$ cat config.mk
export PLATFORM = sky130hd
export DESIGN_NAME = ysyx_22040931_idu_queue
export DESIGN_NICKNAME = d
export VERILOG_FILES = /design/src/rtl/ysyx_22040931_idu_pkg.sv /design/src/rtl/ysyx_22040931_idu_queue_dec.sv /design/src/rtl/ysyx_22040931_idu_queue.sv
export SDC_FILE = /design/constraint.sdc
export NUM_CORES = 1
export LEC_CHECK = 0
export ABC_AREA = 0
export CELL_PAD_IN_SITES_DETAIL_PLACEMENT = 0
export CELL_PAD_IN_SITES_GLOBAL_PLACEMENT = 1
export CORE_ASPECT_RATIO = 0.5
export CORE_UTILIZATION = 37
export DETAILED_ROUTE_END_ITERATION = 8
export HOLD_SLACK_MARGIN = 0.12
export MAX_ROUTING_LAYER = met4
export PLACE_DENSITY_LB_ADDON = 0.3
export SLEW_MARGIN = 20
export SYNTH_ARGS = -nofsm -noshare
export SYNTH_HDL_FRONTEND = slang
export SYNTH_SLANG_ARGS = --single-unit
export TNS_END_PERCENT = 50
$ cat constraint.sdc
create_clock -name clk -period 10 [get_ports clk]
set_clock_uncertainty 0.1 [all_clocks]
set_input_delay 2 -clock clk [delete_from_list [all_inputs] [get_ports clk]]
set_output_delay 2 -clock clk [all_outputs]
set_load 0.05 [all_outputs]
$ cat src/rtl/ysyx_22040931_idu_pkg.sv
// Shared decode constants: opcodes, funct3 values, aluop/exop codes and the
// immediate-format selector used by the decode-and-buffer stage.
package ysyx_22040931_idu_pkg;

   // Major opcodes handled by this stage
   localparam logic [6:0] OPC_LUI   = 7'b0110111;
   localparam logic [6:0] OPC_AUIPC = 7'b0010111;
   localparam logic [6:0] OPC_JAL   = 7'b1101111;
   localparam logic [6:0] OPC_JALR  = 7'b1100111;
   localparam logic [6:0] OPC_OPIMM = 7'b0010011;

   // funct3 values accepted for the I-type classes
   localparam logic [2:0] F3_JALR = 3'b000;
   localparam logic [2:0] F3_ADDI = 3'b000;

   // ALU operation codes (sized by the consumer's ALUOP_W)
   localparam int ALUOP_ADD = 0;
   localparam int ALUOP_LUI = 1;

   // Operand / extra-operation select codes (sized by the consumer's EXOP_W)
   localparam int EXOP_NO   = 0;
   localparam int EXOP_PC   = 1;
   localparam int EXOP_LINK = 2;

   // Which immediate layout the instruction carries
   typedef enum logic [1:0] {
      IMM_NONE = 2'd0,
      IMM_I    = 2'd1,
      IMM_U    = 2'd2,
      IMM_J    = 2'd3
   } imm_sel_e;

endpackage

$ cat src/rtl/ysyx_22040931_idu_queue_dec.sv
// Pure combinational decoder: control bundle plus sign-extended immediate.
module ysyx_22040931_idu_dec
   import ysyx_22040931_idu_pkg::*;
#(
   parameter int XLEN    = 64,
   parameter int ALUOP_W = 5,
   parameter int EXOP_W  = 3
) (
   input  logic [31:0]        inst,
   output logic [XLEN-1:0]    imm,
   output logic [4:0]         rd,
   output logic [4:0]         rs1,
   output logic [ALUOP_W-1:0] aluop,
   output logic [EXOP_W-1:0]  exop,
   output logic               utype,
   output logic               illegal
);

   logic [6:0] opcode;
   logic [2:0] funct3;
   imm_sel_e   imm_sel;

   assign opcode = inst[6:0];
   assign funct3 = inst[14:12];
   assign rd     = inst[11:7];
   assign rs1    = inst[19:15];

   // Classify the opcode and pick control fields and immediate layout
   always_comb begin
      // NOTE: every output gets a default first so no path leaves it unassigned (no latch).
      aluop   = ALUOP_W'(ALUOP_ADD);
      exop    = EXOP_W'(EXOP_NO);
      utype   = 1'b0;
      illegal = 1'b0;
      imm_sel = IMM_NONE;
      case (opcode)
         OPC_LUI: begin
            aluop   = ALUOP_W'(ALUOP_LUI);
            utype   = 1'b1;
            imm_sel = IMM_U;
         end
         OPC_AUIPC: begin
            exop    = EXOP_W'(EXOP_PC);
            utype   = 1'b1;
            imm_sel = IMM_U;
         end
         OPC_JAL: begin
            exop    = EXOP_W'(EXOP_LINK);
            imm_sel = IMM_J;
         end
         OPC_JALR: begin
            if (funct3 == F3_JALR) begin
               exop    = EXOP_W'(EXOP_LINK);
               imm_sel = IMM_I;
            end else begin
               illegal = 1'b1;
            end
         end
         OPC_OPIMM: begin
            if (funct3 == F3_ADDI) imm_sel = IMM_I;
            else                   illegal = 1'b1;
         end
         default: illegal = 1'b1;
      endcase
   end

   // Assemble and sign-extend the immediate for the selected layout
   always_comb begin
      imm = '0;
      case (imm_sel)
         IMM_I: imm = {{(XLEN-12){inst[31]}}, inst[31:20]};
         IMM_U: imm = {{(XLEN-32){inst[31]}}, inst[31:12], 12'b0};
         IMM_J: imm = {{(XLEN-21){inst[31]}}, inst[31], inst[19:12],
                       inst[20], inst[30:21], 1'b0};
         default: imm = '0;
      endcase
   end

endmodule

$ cat src/rtl/ysyx_22040931_idu_queue.sv
// Decode-and-buffer stage: decodes each fetched beat and holds the result in
// a DEPTH-entry FIFO with valid/ready handshakes on both sides and a flush.
module ysyx_22040931_idu_queue
   import ysyx_22040931_idu_pkg::*;
#(
   parameter int XLEN    = 64,
   parameter int DEPTH   = 2,
   parameter int ALUOP_W = 5,
   parameter int EXOP_W  = 3
) (
   input  logic               clk,
   input  logic               rst,
   input  logic               flush,
   input  logic               in_valid,
   output logic               in_ready,
   input  logic [31:0]        in_inst,
   input  logic [XLEN-1:0]    in_pc,
   output logic               out_valid,
   input  logic               out_ready,
   output logic [XLEN-1:0]    out_pc,
   output logic [XLEN-1:0]    out_imm,
   output logic [4:0]         out_rd,
   output logic [4:0]         out_rs1,
   output logic [ALUOP_W-1:0] out_aluop,
   output logic [EXOP_W-1:0]  out_exop,
   output logic               out_utype,
   output logic               out_illegal
);

   localparam int PTR_W   = $clog2(DEPTH);
   localparam int CNT_W   = PTR_W + 1;
   localparam int ENTRY_W = 2*XLEN + 10 + ALUOP_W + EXOP_W + 2;

   logic [XLEN-1:0]    dec_imm;
   logic [4:0]         dec_rd;
   logic [4:0]         dec_rs1;
   logic [ALUOP_W-1:0] dec_aluop;
   logic [EXOP_W-1:0]  dec_exop;
   logic               dec_utype;
   logic               dec_illegal;
   logic [ENTRY_W-1:0] dec_entry;

   logic [ENTRY_W-1:0] mem_q [DEPTH];
   logic [ENTRY_W-1:0] mem_d [DEPTH];
   logic [PTR_W-1:0]   wr_ptr_q, wr_ptr_d;
   logic [PTR_W-1:0]   rd_ptr_q, rd_ptr_d;
   logic [CNT_W-1:0]   count_q, count_d;
   logic               push, pop;

   ysyx_22040931_idu_dec #(
      .XLEN    (XLEN),
      .ALUOP_W (ALUOP_W),
      .EXOP_W  (EXOP_W)
   ) u_dec (
      .inst    (in_inst),
      .imm     (dec_imm),
      .rd      (dec_rd),
      .rs1     (dec_rs1),
      .aluop   (dec_aluop),
      .exop    (dec_exop),
      .utype   (dec_utype),
      .illegal (dec_illegal)
   );

   assign dec_entry = {in_pc, dec_imm, dec_rd, dec_rs1, dec_aluop,
                       dec_exop, dec_utype, dec_illegal};

   // Handshake depends on registered state only (no out_ready -> in_ready path)
   assign in_ready  = (count_q != CNT_W'(DEPTH));
   assign out_valid = (count_q != '0);
   assign push      = in_valid & in_ready & ~flush;
   assign pop       = out_valid & out_ready & ~flush;

   assign {out_pc, out_imm, out_rd, out_rs1, out_aluop,
           out_exop, out_utype, out_illegal} = mem_q[rd_ptr_q];

   // Next-state for storage, pointers and occupancy; flush wins over push/pop
   always_comb begin
      mem_d    = mem_q;
      wr_ptr_d = wr_ptr_q;
      rd_ptr_d = rd_ptr_q;
      count_d  = count_q;
      if (flush) begin
         wr_ptr_d = '0;
         rd_ptr_d = '0;
         count_d  = '0;
      end else begin
         if (push) begin
            mem_d[wr_ptr_q] = dec_entry;
            wr_ptr_d        = wr_ptr_q + PTR_W'(1);
         end
         if (pop) rd_ptr_d = rd_ptr_q + PTR_W'(1);
         case ({push, pop})
            2'b10:   count_d = count_q + CNT_W'(1);
            2'b01:   count_d = count_q - CNT_W'(1);
            default: count_d = count_q;
         endcase
      end
   end

   // State registers with asynchronous clear
   always_ff @(posedge clk or posedge rst) begin
      if (rst) begin
         // NOTE: storage is cleared too, so the out_* fields read as zero after reset.
         for (int i = 0; i < DEPTH; i++) mem_q[i] <= '0;
         wr_ptr_q <= '0;
         rd_ptr_q <= '0;
         count_q  <= '0;
      end else begin
         // NOTE: non-blocking assignments so every register samples pre-edge values.
         for (int i = 0; i < DEPTH; i++) mem_q[i] <= mem_d[i];
         wr_ptr_q <= wr_ptr_d;
         rd_ptr_q <= rd_ptr_d;
         count_q  <= count_d;
      end
   end

endmodule
# Yosys cells after proc, flatten, opt, wreduce, memory -nomap -nowiden
# Cells that the tools add are included.
op_classes:
  addsub: 4
  mul: 0
  n_div: 0
  magnitude_cmp: 3
  n_eq_ne: 11
  n_shift: 0
  muxes: 21
  bitwise: 7
  n_reduce_logical: 10
ops:
  columns: ["op", "n"]
  rows:
  - ["$mux 148", 4]
  - ["$bwmux 296", 1]
  - ["$pmux 64 s3", 1]
  - ["$demux 148 s1", 1]
  - ["$eq 7x5->1 const B", 2]
  - ["$eq 7x7->1 const B", 2]
  - ["$pmux 3 s3", 1]
  - ["$mux 1", 8]
  - ["$eq 7x6->1 const B", 1]
  - ["$eq 2x2->1 const B", 3]
  - ["$pmux 2 s3", 1]
  - ["$reduce_bool 2->1", 3]
  - ["$and 1x1->1", 4]
  - ["$eq 2x1->1 const B", 2]
  - ["$ge 2x2->1 const B", 2]
  - ["$mux 2", 2]
  - ["$not 1->2", 2]
  - ["$pmux 2 s2", 1]
  - ["$reduce_or 2->1", 2]
  - ["$logic_not 3->1", 1]
  - ["$reduce_bool 3->1", 1]
  - ["$reduce_or 3->1", 1]
  - ["$add 1x1->1 const B", 2]
  - ["$add 2x1->2 const B", 1]
  - ["7 further kinds", 7]
totals:
  register_bits: 300
  latchBits: 0
  ramBits: 0
  rom_bits: 0
  in_bits: 101
  out_inout_bits: 150
  wordCells: 61
  mem_count: 0

# Logic depth before layout (Yosys ltp)
# Gate-level depths: netlist of the first run.
depth:
  ltp_word: 6
  mapped_depth: 8
  mapped_depth_nobuf: 4

# By module
# Synthesis of the first run repeated with hierarchy kept, for this count alone.
unflattened:
  cells_unflattened: 923
  area_unflattened_um2: 13743.2
by_module_without_submodules:
  columns: ["mod", "n_inst", "cells_per_inst", "area_each_um2", "seq_area_each_um2"]
  rows:
  - ["ysyx_22040931_idu_queue", 1, 815, 12947.4, 7507.2]
  - ["ysyx_22040931_idu_dec", 1, 108, 795.8, 0.0]

# Worst setup path after synthesis of the first run
# OpenSTA, ideal clock, no wires.
synth_path:
  kind: "register to output"
  startpoint: "reg rd_ptr_q"
  endpoint: "out out_imm[32]"
  arrival_ns: 1.978
  required_time_ns: 7.900
  slack_ns: 5.922
  path_stages_with_launch: 5
  path_buffers: 3
  path_cell_list: "dfrtp_1 -> clkbuf_1 -> clkbuf_1 -> mux2_2 -> buf_4"
synth_between:
  elab_chain_len: 4
synth_lines:
  columns: ["element", "line_no", "source"]
  rows:
  - ["from (decl)", "ysyx_22040931_idu_queue.sv:46", "logic [PTR_W-1:0] rd_ptr_q, rd_ptr_d;"]
  - ["from (signal assigned)", "ysyx_22040931_idu_queue.sv:113", "rd_ptr_q <= rd_ptr_d;"]
  - ["$not 1->2 (not written as such)", "ysyx_22040931_idu_queue.sv:75", "out_exop, out_utype, out_illegal} = mem_q[rd_ptr_q];"]
  - ["$mux 148 (not written as such) (3 in series)", "ysyx_22040931_idu_queue.sv:75", null]
  - ["to (decl)", "ysyx_22040931_idu_queue.sv:21", "output logic [XLEN-1:0] out_imm,"]
# Every way passes these cells. The select of a mux whose other input is x is not followed.

# Worst setup path in the final report of the first run
layout_path:
  startpoint: "reg rd_ptr_q"
  endpoint: "out out_imm[31]"
# The elaborated chain is that of the path after synthesis.

==> metrics.md, run 1 <==
| Metric | Value |
|---|---|
| Cell Area, Placed | `~13000 µm²` |
| Initial antenna violation count | `0` |
| Routed len/inst | `16.8 µm` |
| Antenna cells | `0` |
| CTS tree | `done` |
| Synth Area per Inst | `9.19 µm²` |
| Final hold viol count | `0` |
| Reg clk slew, reported paths | `0.06 ns` |
| Syn Std Cell Area | `~10000 µm²` |
| Die X-Extent | `238 µm` |
| Final period utilization | `55.0%` |
| Die height | `120 µm` |
| Final setup violation count | `0` |
| CP peak stage delay | `0.94 ns` |
| Clock latency on the worst-skew pair | `0.51 ns` |
| Post-layout util | `about half` |
| CP Data Arrival Time | `approximately 3.4 ns` |
| Synth Register Bits | `226` |
| Final wirelength | `28300 µm` |
| Initial Utilization | `38.3%` |
| All-Layer GR Usage | `20.4%` |
| Status | `complete, no violations` |
| Largest net degree at the start of global routing | `approximately 80` |
| Worst Slack Setup Final | `between 4 and 5 ns` |
| Clock group share of total power | `28.6%` |
| Total negative slack | `0 ns` |
| Max Cap Viol | `0` |
| Drc violations | `0` |
| Slew headroom | `32.7%` |
| Crit-path cells | `buf_4 > mux2_2 > clkdlybuf4s50_1` |
| Nets | `1401` |
| Worst path buffer plus inverter count | `2` |
| Via density | `4.82` |
| Largest delay share family, worst path | `buffers and inverters` |
| Netlist cell types | `36` |
| Max H-tree Level | `1` |
| Fraction of layout cells with a size suffix above 1 | `12.9%` |
| First-pass GRT wire length | `45000 µm` |
| Pins Over Slew Limit | `0` |
| Post-Synth Simple-Gate Area | `22.0%` |
| CTS Sinks | `226` |
| Post-synthesis cell count | `approximately 1100` |
| Actual slew at the worst max-slew pin | `1.01 ns` |
| Finished Cell Area | `between 10000 and 15000 µm²` |
| Largest family of logic cells by synthesized area | `simple AND/OR/NAND/NOR gates` |
| Vias in the first global route | `8366` |
| Crit path kind | `reg2out` |
| Post-CTS Resized | `0` |
| Synth warnings | `0` |
| XOR/XNOR Fraction of Synth Area | `less than 1%` |
| RSZ-0062 raised after global routing | `no` |
| Worst-path maximum fanout | `38` |
| Root buffer cell | `clkbuf_16` |
| DRT antenna net count | `0` |
| Die area | `roughly 28000 µm²` |
| Post-synthesis sequential area ratio | `55.0%` |
| Vias | `between 8000 and 9000` |
| First drt pass iteration count | `5` |
| CTS max path bufs | `3` |
| Standard-cell rows | `42` |
| PwrDens | `218 nW/µm²` |
| Net Sw Frac | `34.9%` |
| Area Overhead vs Synth | `31.8%` |
| Tot Pwr | `just under 3 mW` |
| WP data required | `7.90 ns` |
| Initial drt markers | `494` |
| Type of destination of the critical path | `output pin` |
| Routability congestion estimate | `0.791` |
| IO Port Bufs | `245` |
| GR Overflow Total | `0` |
| F_max | `around 0.18 GHz` |
| Worst IR Drop VDD | `between 0.0001 and 0.00015 V` |
| Post-synthesis compound-gate area fraction | `under 10%` |
| Non-Filler Instances | `1688` |
| Type of the tightest min-delay check | `reg2reg` |
| P_sw | `1.03 mW` |
| Crit path launch type | `flip-flop` |
| CP max-delay cell | `clkdlybuf4s50_1` |
| Place WS | `approximately 5.0 ns` |
| Smallest hold slack | `between 0.3 and 0.4 ns` |
| Placed cell count | `1649` |
| CORE AREA | `26900 µm²` |
| Int Power | `1.93 mW` |
| Mux cell area share after synthesis | `12.5%` |
| CTS Buf Count | `22` |
| CTS Hold Bufs | `0` |
| # Post-CTS Setup Buffers | `0` |
| Sequential Power Share | `40.1%` |
| Final worst path period need | `~5.5 ns` |
| LEAKAGE | `6.25 nW` |
| Top Ports | `between 200 and 300` |
| Combinational power share | `between 30% and 40%` |
| Post-Synth Adder-Cell Area | `0%` |
| DP Wirelength | `18100 µm` |
-- per-layer routing --
layer  vias to the layer above  track usage (%)  share of wire, %
met3                        42             3.34               3.9
met1                      4013             26.9                45
met5                         -                -                 0
met4                         0             5.08               2.3
met2                       179             33.0                48
li1                       3904                -                 -
-- cell type report --
class                      count  area, µm²
clock buffer                  34        677
clock inverter                 4       45.0
fill                        2448      13300
inverter                       2       15.0
multi-input combinational    792       4140
sequential                   226       5660
tap                          374        468
timing repair buffer         256       2550
-- placed cells by master (no fill, tap or decap), types with 2 or more instances in the layout --
master,instances
nand4b_1,3
o22a_1,2
nand2_1,531
buf_4,10
clkbuf_16,23
clkdlybuf4s50_1,245
clkinv_2,3
nor2_1,28
clkbuf_8,6
nand2b_1,6
o21ai_1,38
mux2_2,113
o31ai_1,2
xor2_1,2
o21ai_0,8
dfrtp_1,225
or2_2,2
a21oi_1,33
conb_1,5
a31oi_1,2
clkbuf_1,5
-- power groups by stage --
stage               combinational, mW  sequential [mW]  clock (mW)
global route                    0.985             1.21       0.911
floorplan                       0.666             1.17           0
finish                          0.924             1.19       0.847
global placement                0.914             1.19           0
detailed placement              0.927             1.20           0
CTS                             0.932             1.19       0.873
-- worst paths after layout --
path,slack (ns),end,start,depth (start not counted)
max,4.50,out_imm[31],rd_ptr_q$_DFFE_PP0P_,3
min,0.37,mem_q[261]$_DFFE_PP0P_,mem_q[261]$_DFFE_PP0P_,2
max reg2reg,7.32,mem_q[189]$_DFFE_PP0P_,count_q[0]$_DFFE_PP0P_,4
min reg2reg,0.37,mem_q[261]$_DFFE_PP0P_,mem_q[261]$_DFFE_PP0P_,2
max in group asynchronous,6.55,mem_q[243]$_DFFE_PP0P_,rst,3
min in group asynchronous,1.86,mem_q[103]$_DFFE_PP0P_,rst,2
-- registers in the layout (all words and copies together), names as in the netlist --
register and count:
rd_ptr_q 1, wr_ptr_q 1, mem_q 222, count_q 2
-- synthesized netlist by cell type --
master	n	area, µm²
nand2_1	531	1990
dfrtp_1	226	5660
mux2_2	113	1270
clkbuf_1	48	180
o21ai_1	38	190
buf_4	37	278
a21oi_1	33	165
nor2_1	28	105
buf_2	11	55.1
o21ai_0	8	40.0
buf_1	6	22.5
nand2b_1	6	37.5
a31oi_1	3	18.8
nand4b_1	3	26.3
inv_1	2	7.51
o22a_1	2	17.5
o31ai_1	2	15.0
or2_2	2	12.5
xor2_1	2	17.5
a2111oi_0	1	8.76
a2111oi_4	1	27.5
a211oi_1	1	7.51
a21oi_2	1	8.76
and4_1	1	8.76
and4b_1	1	10.0
conb_1	1	3.75
mux2i_1	1	10.0
nand3_1	1	5.00
nand3b_1	1	7.51
nand4bb_1	1	11.3
nor3b_1	1	7.51
nor4bb_1	1	10.0
o31ai_2	1	12.5
or3_1	1	6.26
or3b_2	1	8.76
or4b_4	1	13.8
-- worst min-delay path, delay by kind of cell (launching register included) --
family | cells | cell delay (ns)
AND/OR/NAND/NOR | 2 | 0.10
flip-flops | 1 | 0.34
-- cells by family (layout without fill, tap and decap cells) --
logic type	after synthesis	count (layout)
AOI/OAI and AO/OA	91	91
xor gates and xnor gates	2	2
buffers and inverters	104	296
DFF	226	226
muxes	114	114
other	1	5
and+or+nand+nor	580	580
No activity file was read; power rests on OpenSTA's default activity.
==> inputs of run 2 (changes only) <==
- CORE_UTILIZATION: 37 -> 34
- clock period: 10 -> 4.6 ns (I/O delays scaled with it)
==> metrics.md, run 2 (synthesis results as in run 1) <==
| Metric | Value |
|---|---|
| Clock latency on the worst-skew pair | `0.52 ns (was 0.51 ns)` |
| Root buffer cell | `clkbuf_16 (unchanged)` |
| Vias in the first global route | `8410 (was 8366)` |
| Max Cap Viol | `0 (unchanged)` |
| Actual slew at the worst max-slew pin | `1.13 ns (was 1.01 ns)` |
| Final hold viol count | `0 (unchanged)` |
| Largest Register | `mem_q (unchanged)` |
| Worst path buffer plus inverter count | `2 (unchanged)` |
| CORE AREA | `29300 µm² (was 26900 µm²)` |
| Final worst path period need | `3.68 ns` |
| CTS Buf Count | `23 (was 22)` |
| Final period utilization | `80.0%` |
| Commonest non-fill, non-tap cells in the layout | `531 x nand2_1, 245 x clkdlybuf4s50_1, 225 x dfrtp_1 (unchanged)` |
| CP Data Arrival Time | `2.66 ns (was 3.40 ns)` |
| Slew headroom | `24.5% (was 32.7%)` |
| Sequential Area | `5660 µm² (unchanged)` |
| Most common cell after layout, fill and taps aside | `nand2_1 (unchanged)` |
| Largest delay share family, worst path | `buffers and inverters (unchanged)` |
| Standard-cell rows | `44 (was 42)` |
| Final setup violation count | `0 (unchanged)` |
| Final wirelength | `28800 µm (was 28300 µm)` |
| Top Ports | `251 (unchanged)` |
| Initial antenna violation count | `1 (was 0)` |
| IO Port Bufs | `245 (unchanged)` |
| Initial Utilization | `35.0% (was 38.3%)` |
| Area Overhead vs Synth | `33.1% (was 31.8%)` |
| Die X-Extent | `248 µm (was 238 µm)` |
| Via density | `4.69 (was 4.82)` |
| Reg clk slew, reported paths | `0.06 ns (about the same)` |
| First-pass GRT wire length | `45700 µm (was 45000 µm)` |
| Drc violations | `0 (unchanged)` |
| Max reg flops | `222 (unchanged)` |
| CTS max path bufs | `3 (unchanged)` |
| Crit path kind | `reg2out (unchanged)` |
| # fillers | `2755 (was 2448)` |
| Largest net degree at the start of global routing | `112 (was 81)` |
| GR Overflow Total | `0 (unchanged)` |
| Crit path launch type | `flip-flop (unchanged)` |
| CTS Hold Bufs | `0 (unchanged)` |
| Status | `complete, no violations (unchanged)` |
| Routed len/inst | `16.8 µm (about the same)` |
| CP peak stage delay | `0.77 ns (was 0.94 ns)` |
| PwrDens | `475 nW/µm² (was 218 nW/µm²)` |
| Fraction of layout cells with a size suffix above 1 | `13.1% (was 12.9%)` |
| F_max | `0.272 GHz` |
| DP Wirelength | `18200 µm (was 18100 µm)` |
| Type of the tightest min-delay check | `reg2reg (unchanged)` |
| All-Layer GR Usage | `19.3% (was 20.4%)` |
| Initial drt markers | `402 (was 494)` |
| Crit-path cells | `buf_4 > mux2_2 > clkdlybuf4s50_1 (unchanged)` |
| Area of the multi-input gates | `4130 µm² (was 4140 µm²)` |
| CP max-delay cell | `clkdlybuf4s50_1 (unchanged)` |
| WP data required | `3.58 ns (was 7.90 ns)` |
| Routability congestion estimate | `0.833 (was 0.791)` |
| Max H-tree Level | `1 (unchanged)` |
| First drt pass iteration count | `4 (was 5)` |
| Die area | `31000 µm² (was 28500 µm²)` |
| Type of destination of the critical path | `output pin (unchanged)` |
| Tot Pwr | `6.50 mW (was 2.96 mW)` |
| DRT antenna net count | `0 (unchanged)` |
| CTS tree | `done (unchanged)` |
| LEAKAGE | `6.30 nW (was 6.25 nW)` |
| Die height | `125 µm (was 120 µm)` |
| Total negative slack | `0 ns (unchanged)` |
| Post-CTS Resized | `0 (unchanged)` |
| Pins Over Slew Limit | `0 (unchanged)` |
| Worst-path maximum fanout | `40 (was 38)` |
| Nets | `1403 (was 1401)` |
| RSZ-0062 raised after global routing | `no (unchanged)` |
| Biggest regs | `mem_q (222), count_q (2) (unchanged)` |
| CTS Sinks | `226 (unchanged)` |
| Vias | `8006 (was 8138)` |
| # Post-CTS Setup Buffers | `0 (unchanged)` |
| Worst IR Drop VDD | `0.000310 V (was 0.000127 V)` |
## run 2: cell types whose count changed in the layout (fill, tap and decap cells not counted), sizes merged
| cell | change |
|---|---|
| bufinv | +1 |
| clkinv | -1 |
| clkinvlp | +2 |
| diode | +1 |
| clkbuf | -2 |
| buf | +1 |
## run 2: worst paths after layout
check / depth (start not counted) / start / slack (ns) / end
max in group asynchronous: 3 / rst / 2.71 / rd_ptr_q$_DFFE_PP0P_
hold / removal: 2 / mem_q[132]$_DFFE_PP0P_ / 0.37 / mem_q[132]$_DFFE_PP0P_
min in group asynchronous: 2 / rst / 0.86 / mem_q[30]$_DFFE_PP0P_
hold reg to reg: 2 / mem_q[132]$_DFFE_PP0P_ / 0.37 / mem_q[132]$_DFFE_PP0P_
setup reg to reg: 4 / count_q[0]$_DFFE_PP0P_ / 2.35 / mem_q[41]$_DFFE_PP0P_
setup / recovery: 3 / rd_ptr_q$_DFFE_PP0P_ / 0.92 / out_imm[7]
## run 2: metal layers
layer	part of all wire (%)	up-vias	global-route usage, %	wire (µm)
met1	44	3898	24.1	12800
met3	3.9	47	3.05	1120
met2	49	154	32.2	14000
met5	0	-	-	0
met4	3.1	0	5.52	881
li1	-	3907	-	-
## run 2: through the flow
step	utilization [%]	cell area, µm²	setup slack (ns)	hold slack [ns]	instances
2_1_floorplan	-	10300	0.628	0.340	1122
3_3_place_gp	44.0	12900	1.36	0.351	1668
3_5_place_dp	44.0	12900	1.30	0.356	1668
4_1_cts	46.6	13700	0.877	0.373	1706
5_1_grt	46.6	13700	0.844	0.385	1707
6_report	46.6	13700	0.919	0.368	1707
## run 2: cell type report
class                      instances  area share (%)
timing repair buffer             257            19.2
inverter                           2          0.0823
clock inverter                     6           0.631
antenna                            1          0.0183
tap                              391            3.58
sequential                       226            41.4
clock buffer                      32            4.89
multi-input combinational        792            30.2
## run 2: power breakdown
part | internal (mW) | switching, mW | leakage (nW) | total, mW
sequential | 2.38 | 0.189 | 2.87 | 2.57
clock | 1.12 | 0.790 | 0.371 | 1.91
combinational | 0.751 | 1.27 | 3.05 | 2.02
total | 4.25 | 2.25 | 6.30 | 6.50
## run 2: worst register-to-register path, delay by kind of cell, from the launching register on
| family | cells | cell delay (ns) |
|---|---|---|
| and+or+nand+nor | 2 | 0.57 |
| DFF | 1 | 0.40 |
| AOI/OAI and AO/OA | 2 | 1.00 |
==> inputs of run 3 (changes only) <==
- CORE_UTILIZATION: 34 -> 37
- clock period: 4.6 -> 3.6 ns (I/O delays scaled with it)
==> metrics.md, run 3 (synthesis results as in run 1) <==
| Metric | Value |
|---|---|
| Routability congestion estimate | `0.829 (was 0.833)` |
| DP Wirelength | `18300 µm (was 18200 µm)` |
| GR Overflow Total | `0 (unchanged)` |
| F_max | `0.293 GHz` |
| Combinational power share | `31.7% (was 31.1%)` |
| Biggest regs | `mem_q (222), count_q (2) (unchanged)` |
| DRT antenna net count | `0 (unchanged)` |
| Largest net degree at the start of global routing | `112 (unchanged)` |
| Tot Pwr | `8.16 mW (was 6.50 mW)` |
| Type of destination of the critical path | `output pin (unchanged)` |
| Pins Over Slew Limit | `0 (unchanged)` |
| Final setup violation count | `0 (unchanged)` |
| Final worst path period need | `3.41 ns` |
| Worst-path maximum fanout | `35 (was 40)` |
| IO Port Bufs | `245 (unchanged)` |
| Smallest hold slack | `0.371 ns (was 0.368 ns)` |
| Clock group share of total power | `28.0% (was 29.4%)` |
| Hold Crit Depth | `2 (unchanged)` |
| R2R Path Start | `count_q[0]$_DFFE_PP0P_ (unchanged)` |
| Crit path kind | `reg2out (unchanged)` |
| Post-layout util | `50.8% (was 46.6%)` |
| Final wirelength | `28600 µm (was 28800 µm)` |
| Via density | `4.81 (was 4.69)` |
| Post-CTS Resized | `0 (unchanged)` |
| Type of the tightest min-delay check | `reg2reg (unchanged)` |
| Worst r2r dst | `mem_q[45]$_DFFE_PP0P_ (was mem_q[41]$_DFFE_PP0P_)` |
| CTS Buf Count | `22 (was 23)` |
| Net Sw Frac | `34.8% (was 34.6%)` |
| Die area | `28500 µm² (was 31000 µm²)` |
| Routed len/inst | `16.8 µm (about the same)` |
| Hold path endpoint | `mem_q[104]$_DFFE_PP0P_ (was mem_q[132]$_DFFE_PP0P_)` |
| Final period utilization | `94.6%` |
| P_sw | `2.84 mW (was 2.25 mW)` |
| Drc violations | `0 (unchanged)` |
| WP data required | `2.78 ns (was 3.58 ns)` |
| Total negative slack | `0 ns (unchanged)` |
| Commonest non-fill, non-tap cells in the layout | `531 x nand2_1, 245 x clkdlybuf4s50_1, 225 x dfrtp_1 (unchanged)` |
| # fillers | `2422 (was 2755)` |
| Crit path launch type | `flip-flop (unchanged)` |
| CTS Hold Bufs | `0 (unchanged)` |
| Die height | `120 µm (was 125 µm)` |
| PwrDens | `598 nW/µm² (was 475 nW/µm²)` |
| Standard-cell rows | `42 (was 44)` |
| Clock latency on the worst-skew pair | `0.51 ns (was 0.52 ns)` |
| Reg clk slew, reported paths | `0.06 ns (about the same)` |
| Max Cap Viol | `0 (unchanged)` |
| Actual slew at the worst max-slew pin | `1.10 ns (was 1.13 ns)` |
| LEAKAGE | `6.29 nW (was 6.30 nW)` |
| Int Power | `5.32 mW (was 4.25 mW)` |
| Nets | `1407 (was 1403)` |
| Max reg flops | `222 (unchanged)` |
| Area Overhead vs Synth | `32.7% (was 33.1%)` |
| Hold Crit Start | `mem_q[104]$_DFFE_PP0P_ (was mem_q[132]$_DFFE_PP0P_)` |
| Vias in the first global route | `8315 (was 8410)` |
| All-Layer GR Usage | `20.6% (was 19.3%)` |
| FF-to-FF path depth | `4 (unchanged)` |
| Worst IR Drop VDD | `0.000307 V (was 0.000310 V)` |
| Vias | `8169 (was 8006)` |
| Final hold viol count | `0 (unchanged)` |
| Status | `complete, no violations (unchanged)` |
| Initial drt markers | `464 (was 402)` |
| Sequential Power Share | `40.3% (was 39.5%)` |
| CTS Sinks | `226 (unchanged)` |
| CTS tree | `done (unchanged)` |
| Initial antenna violation count | `1 (unchanged)` |
| First drt pass iteration count | `5 (was 4)` |
| Finished Cell Area | `13600 µm² (was 13700 µm²)` |
| Max H-tree Level | `1 (unchanged)` |
| Fraction of layout cells with a size suffix above 1 | `13.2% (was 13.1%)` |
| Largest Register | `mem_q (unchanged)` |
| Slew headroom | `26.2% (was 24.5%)` |
| Root buffer cell | `clkbuf_16 (unchanged)` |
| Top Ports | `251 (unchanged)` |
| CTS max path bufs | `3 (unchanged)` |
| Initial Utilization | `38.3% (was 35.0%)` |
| Most common cell after layout, fill and taps aside | `nand2_1 (unchanged)` |
| First-pass GRT wire length | `44900 µm (was 45700 µm)` |
| Reg2Reg Setup Slack | `1.31 ns (was 2.35 ns)` |
| Cell Area, Placed | `12900 µm² (about the same)` |
| Die X-Extent | `238 µm (was 248 µm)` |
| CORE AREA | `26900 µm² (was 29300 µm²)` |
| CP Data Arrival Time | `2.59 ns (was 2.66 ns)` |
| # Post-CTS Setup Buffers | `0 (unchanged)` |
| RSZ-0062 raised after global routing | `no (unchanged)` |
-- run 3: cell count changes in the layout (fill, tap and decap cells not counted) --
cell	before	now
clkinvlp_4	2	1
clkbuf_8	6	7
buf_12	7	6
bufinv_16	2	0
clkbuf_1	3	7
inv_6	1	0
buf_4	5	11
clkinv_2	2	3
-- run 3: power by group through the flow --
stage               Combinational [mW]  Sequential [mW]  Clock [mW]
floorplan                         1.85             3.26           0
global placement                  2.57             3.30           0
detailed placement                2.60             3.33           0
CTS                               2.62             3.29        2.36
global route                      2.76             3.35        2.47
finish                            2.59             3.29        2.29
-- run 3: critical path: stages, from the launching register on --
cell and delay, ns:
dfrtp_4 0.45, buf_4 0.47, mux2_2 0.41, clkdlybuf4s50_1 0.73
-- run 3: through the flow --
| step | instances | setup WS, ns |
|---|---|---|
| after CTS | 1696 | 0.140 |
| final | 1697 | 0.193 |
| after global routing | 1697 | 0.0762 |
| after floorplan | 1122 | -0.172 |
| after global placement | 1656 | 0.530 |
| after detailed placement | 1656 | 0.487 |
-- run 3: layer usage --
metal | wire length (µm) | GRT usage [%] | vias up | share of wire, %
met3 | 1010 | 3.36 | 39 | 3.6
met5 | 0 | - | - | 0
met2 | 13800 | 33.4 | 162 | 48
li1 | - | - | 3914 | -
met4 | 690 | 5.28 | 0 | 2.4
met1 | 13100 | 27.1 | 4054 | 46
-- run 3: layout make-up --
type | instances | area [µm²] | area share [%]
Timing Repair Buffer | 262 | 2660 | 19.5
Sequential cell | 226 | 5660 | 41.5
Multi-Input combinational cell | 792 | 4130 | 30.3
Inverter | 2 | 11.3 | 0.0826
Clock buffer | 37 | 698 | 5.12
Tap cell | 374 | 468 | 3.43
Antenna cell | 1 | 2.50 | 0.0183
Clock inverter | 3 | 15.0 | 0.110
-- run 3: how the worst max path moves through the flow --
stage,start,depth (start not counted),endpoint
3_3_place_gp,in_inst[5],5,mem_q[31]$_DFFE_PP0P_
3_5_place_dp,in_inst[4],5,mem_q[30]$_DFFE_PP0P_
4_1_cts,rd_ptr_q$_DFFE_PP0P_,2,out_imm[47]
2_1_floorplan,rst,1,count_q[0]$_DFFE_PP0P_
5_1_grt,rd_ptr_q$_DFFE_PP0P_,2,out_imm[44]
6_report,rd_ptr_q$_DFFE_PP0P_,3,out_pc[58]
